File: src/rtl/fpu_normalizer_32.sv
// fpu_normalizer_32: two-stage post-arithmetic normalizer with valid/ready flow control.
//   clk, reset_n             : clock (rising edge), async active-low reset
//   valid_in / ready_in      : upstream handshake (ready_in is combinational)
//   sign_in, exp_in, man_in  : operand sign, signed biased exponent, raw 32-bit mantissa
//   valid_out / ready_out    : downstream handshake towards the rounder
//   sign_out, exp_out, man_out, zero_out, subnormal_out : normalized result and flags
// leading_zero_counter_32: combinational count of leading zeros plus all-zero flag.
//   value : input word, count : leading zeros (0 when value is 0), all_zero : value == 0

module leading_zero_counter_32 (
  input  logic [31:0] value,
  output logic [4:0]  count,
  output logic        all_zero
);

  logic found;

  // Priority scan from the MSB; first set bit determines the count.
  always_comb begin
    count    = '0;
    found    = 1'b0;
    all_zero = (value == 32'h0);
    for (int i = 31; i >= 0; i--) begin
      if (!found && value[i]) begin
        count = 5'(31 - i);
        found = 1'b1;
      end
    end
  end

endmodule

module fpu_normalizer_32 #(
  parameter int unsigned EXP_WIDTH = 10
) (
  input  logic                 clk,
  input  logic                 reset_n,
  input  logic                 valid_in,
  output logic                 ready_in,
  input  logic                 sign_in,
  input  logic [EXP_WIDTH-1:0] exp_in,
  input  logic [31:0]          man_in,
  output logic                 valid_out,
  input  logic                 ready_out,
  output logic                 sign_out,
  output logic [EXP_WIDTH-1:0] exp_out,
  output logic [31:0]          man_out,
  output logic                 zero_out,
  output logic                 subnormal_out
);

  // One extra bit so the signed clamp compare cannot overflow.
  localparam int unsigned XW = EXP_WIDTH + 1;

  logic [4:0]           lz_c;
  logic                 zero_c;

  logic                 s1_valid;
  logic                 s1_sign;
  logic [EXP_WIDTH-1:0] s1_exp;
  logic [31:0]          s1_man;
  logic [4:0]           s1_lz;
  logic                 s1_zero;

  logic                 s2_load;
  logic                 in_xfer;

  logic signed [XW-1:0] e_x;
  logic signed [XW-1:0] lz_x;
  logic signed [XW-1:0] maxsh;
  logic [4:0]           sh;
  logic                 sub_c;
  logic [31:0]          man_sh;
  logic [EXP_WIDTH-1:0] exp_sh;

  leading_zero_counter_32 u_lzc (
    .value    (man_in),
    .count    (lz_c),
    .all_zero (zero_c)
  );

  // S2 refills when empty or draining; S1 moves whenever S2 refills.
  assign s2_load  = !valid_out || ready_out;
  assign ready_in = !s1_valid || s2_load;
  assign in_xfer  = valid_in && ready_in;

  // Stage 1: capture operands plus LZC result.
  always_ff @(posedge clk or negedge reset_n) begin
    if (!reset_n) begin
      s1_valid <= 1'b0;
      s1_sign  <= 1'b0;
      s1_exp   <= '0;
      s1_man   <= '0;
      s1_lz    <= '0;
      s1_zero  <= 1'b0;
    end else begin
      if (ready_in) begin
        s1_valid <= valid_in;
      end
      if (in_xfer) begin
        s1_sign <= sign_in;
        s1_exp  <= exp_in;
        s1_man  <= man_in;
        s1_lz   <= lz_c;
        s1_zero <= zero_c;
      end
    end
  end

  // Clamped shift amount: never drive the exponent below 1.
  always_comb begin
    e_x    = {s1_exp[EXP_WIDTH-1], s1_exp};
    lz_x   = XW'(s1_lz);
    maxsh  = (e_x > XW'(1)) ? (e_x - XW'(1)) : '0;
    sh     = (lz_x <= maxsh) ? s1_lz : maxsh[4:0];
    sub_c  = (sh < s1_lz);
    man_sh = s1_man << sh;
    exp_sh = s1_exp - EXP_WIDTH'(sh);
  end

  // Stage 2: registered normalized result; holds while stalled.
  always_ff @(posedge clk or negedge reset_n) begin
    if (!reset_n) begin
      valid_out     <= 1'b0;
      sign_out      <= 1'b0;
      exp_out       <= '0;
      man_out       <= '0;
      zero_out      <= 1'b0;
      subnormal_out <= 1'b0;
    end else if (s2_load) begin
      valid_out <= s1_valid;
      if (s1_valid) begin
        sign_out <= s1_sign;
        zero_out <= s1_zero;
        if (s1_zero) begin
          man_out       <= '0;
          exp_out       <= '0;
          subnormal_out <= 1'b0;
        end else begin
          man_out       <= man_sh;
          exp_out       <= exp_sh;
          subnormal_out <= sub_c;
        end
      end
    end
  end

endmodule

File: config.mk
export PLATFORM = sky130hd
export DESIGN_NAME = fpu_normalizer_32
export DESIGN_NICKNAME = d
export VERILOG_FILES = /design/src/rtl/fpu_normalizer_32.sv
export SDC_FILE = /design/constraint.sdc
export NUM_CORES = 1
export LEC_CHECK = 0
export ABC_AREA = 1
export CAP_MARGIN = 15
export CELL_PAD_IN_SITES_DETAIL_PLACEMENT = 0
export CELL_PAD_IN_SITES_GLOBAL_PLACEMENT = 1
export CORE_UTILIZATION = 39
export DETAILED_ROUTE_END_ITERATION = 10
export PLACE_DENSITY_LB_ADDON = 0.1
export SLEW_MARGIN = 20
export SYNTH_ARGS = -nofsm -noshare
export SYNTH_HDL_FRONTEND = slang
export SYNTH_SLANG_ARGS = --single-unit
File: constraint.sdc
create_clock -name clk -period 5.8 [get_ports clk]
set_input_delay 0.58 -clock clk [delete_from_list [all_inputs] [get_ports clk]]
set_output_delay 0.58 -clock clk [all_outputs]
set_load 0.02 [all_outputs]
==> results.md <==
* Top_reg_cell synth: dfrtp_1
* Multi-input logic area at 3496 µm²
* # resized after CTS at 0
* Final period util at 81.17%
* Ports at 94
* Post-synth ARST share at 100.0%
* Worst Max-Slew Pin Slew at 1.067 ns
* Initial antenna violation count at 0
* Via count at 6303
* Root Buffer: clkbuf_16
* Register area share after synthesis at 36.97%
* Power Density at 472.7 nW/µm²
* Layout area overhead at 21.18%
* Slew Viols, Final at 0
* WP data arrival at 4.94 ns
* Clk_lat worst skew at 0.35 ns
* Antenna Diode Count at 0
* Mean routed wirelength per cell at 14.76 µm
* RSZ-0062 raised after global routing: false
* Max-Cap Viols at 0
* Post-synth EDFFs at 0
* Syn Inst Count at 962
* Max transition margin at 28.83%
* Most frequent cells in the layout: nand2_1 (307), nand3_1 (200), dfrtp_1 (96), clkdlybuf4s50_1 (92), inv_1 (90)
* Share of cells above drive strength 1 at 5.390%
* Clock sinks at 96
* CTS Buffer Depth at 2
* Max Fclk at 212.4 MHz
* Most common cell after layout, fill and taps aside: nand2_1
* Leak at 3.911 nW
* Clock buffer count from CTS at 9
* Outcome: completed
* Post-synth net total at 1026
* Final min period at 4.708 ns
* Worst-case hold slack at 0.2166 ns
* Initial detailed-routing violation count at 471
* DRC viols at 0
* First-pass GRT wire length at 30330 µm
* Highest net fanout along the worst path at 13
* Worst EP required at 6.03 ns
* Syn Area/Cell at 6.754 µm²
* CTS tree: yes
* Antenna viol nets, final at 0
* HPWL Detailed at 14270 µm
* CTS Hold Bufs at 0
* FF/Latch Area at 2402 µm²
* DIE HEIGHT at 131.1 µm
* Crit Path Class: register to register
* Overall Power at 3.722 mW
* Initial Util at 40.46%
* Final setup violation count at 0
* Die W at 131.1 µm
* CTS clock-pin slew for the worst setup and hold paths at 0.07 ns
* Layout Nets at 1098
* Cell variety after synth at 37
* Number of iterations in the first detailed-routing pass at 5
* Worst Skew at 0.01218 ns
* Number of port buffers at 93
* Crit-path most repeated cell: nand2_1
* Number of post-CTS setup repair buffers at 0
* YS warnings at 0
* Setup_tns at 0 ns
* Placer Congestion at 0.8573
* Number of global-route vias before repair at 5738
* Die ar. at 17180 µm²
* Hold crit path type: input pin to async pin
* Final hold viol count at 0
* Largest net degree at the start of global routing at 54
* CP endpoint kind: register
* Crit path launch type: register
* Synth Cell Area at 6497 µm²
* Number of synthesized register bits at 96
* Routed WL at 18530 µm
* Worst IR Drop VDD at 0.2083 mV
* Vias per std cell at 5.022
* GRT Util Overall at 22.98%
* FP Rows at 46
* H-tree depth at 3
* Slowest-stage cell, CP: dfrtp_1
* Fill cells at 1699
* Total core area at 16060 µm²
* Grt ovf at 0
* Max stage delay on crit path at 0.46 ns
## metal layers
metal  vias to the layer above  wire length (µm)  track usage [%]
met2                       179              7489            32.03
met4                         0               305            7.302
li1                       3311                 -                -
met1                      2795              9780            35.62
met3                        18               952            3.693
met5                         -                 0                0
## final timing paths
kind | to | depth (start not counted) | startpoint | slack (ns)
max | exp_out[8] | 32 | s1_exp[1] | 1.09
max in group asynchronous | s1_man[17] | 2 | reset_n | 4.49
min in group clk | man_out[6] | 2 | man_out[6] | 0.48
max reg2reg | exp_out[8] | 32 | s1_exp[1] | 1.09
min reg2reg | man_out[6] | 2 | man_out[6] | 0.48
min | zero_out | 1 | reset_n | 0.22
## cell usage after synthesis (6+ instances only)
library cell  count  share of area [%]
a21oi_1          15                1.2
buf_2            17                1.3
clkbuf_1         16               0.92
dfrtp_1          96                 37
ha_1             16                3.1
inv_1            90                5.2
nand2_1         307                 18
nand3_1         200                 15
nand3_2           7                1.1
nand4_1           8               0.77
nor2_1           49                2.8
nor3_1            6               0.46
o211ai_1          7               0.81
o21ai_0          68                5.2
o21ai_1           8               0.62
## worst max-delay path: cells and delay by family (launching register included)
| kind | cells | cell delay (ns) |
|---|---|---|
| compound gates | 6 | 0.81 |
| fa+ha+maj | 4 | 1.09 |
| buf+inv | 5 | 0.38 |
| flops | 1 | 0.46 |
| simple gates | 17 | 1.86 |
## power breakdown
part / switching (mW) / internal [mW]
Clock: 0.261 / 0.413
Sequential: 0.114 / 0.859
Combinational: 1.33 / 0.746
Total: 1.70 / 2.02
## cell type report
class                           count  share of cell area, %
Clock buffer                       12                  3.385
Tap cell                          216                  3.432
Inverter                           96                  4.577
Clock inverter                      4                 0.9534
Timing Repair Buffer              103                  12.74
Multi-Input combinational cell    728                  44.40
Sequential cell                    96                  30.51
## cells by family after synthesis
| family | Yosys count | share of synthesized area, % |
|---|---|---|
| adders and majority gates | 17 | 3.389 |
| AOI/OAI and AO/OA | 112 | 9.590 |
| buffers and inverters | 138 | 9.224 |
| and+or+nand+nor | 597 | 40.55 |
| xor gates and xnor gates | 2 | 0.2696 |
| DFF | 96 | 36.97 |
## registers in the layout (all words and copies together) (netlist names)
register and cells:
s1_zero 1, s1_sign 1, subnormal_out 1, s1_valid 1, man_out 32, exp_out 10, s1_man 32, s1_lz 5
zero_out 1, sign_out 1, s1_exp 10, valid_out 1
## metrics by stage
| stage | cell area (µm²) | setup slack (ns) | instances | utilization, % |
|---|---|---|---|---|
| 2_1_floorplan | 6497 | 1.566 | 962 | - |
| 3_3_place_gp | 7532 | 1.252 | 1239 | 46.91 |
| 3_5_place_dp | 7532 | 1.119 | 1239 | 46.91 |
| 4_1_cts | 7874 | 1.100 | 1255 | 49.03 |
| 5_1_grt | 7874 | 0.5023 | 1255 | 49.03 |
| 6_report | 7874 | 1.092 | 1255 | 49.03 |
(Power assumes the default switching activity.)
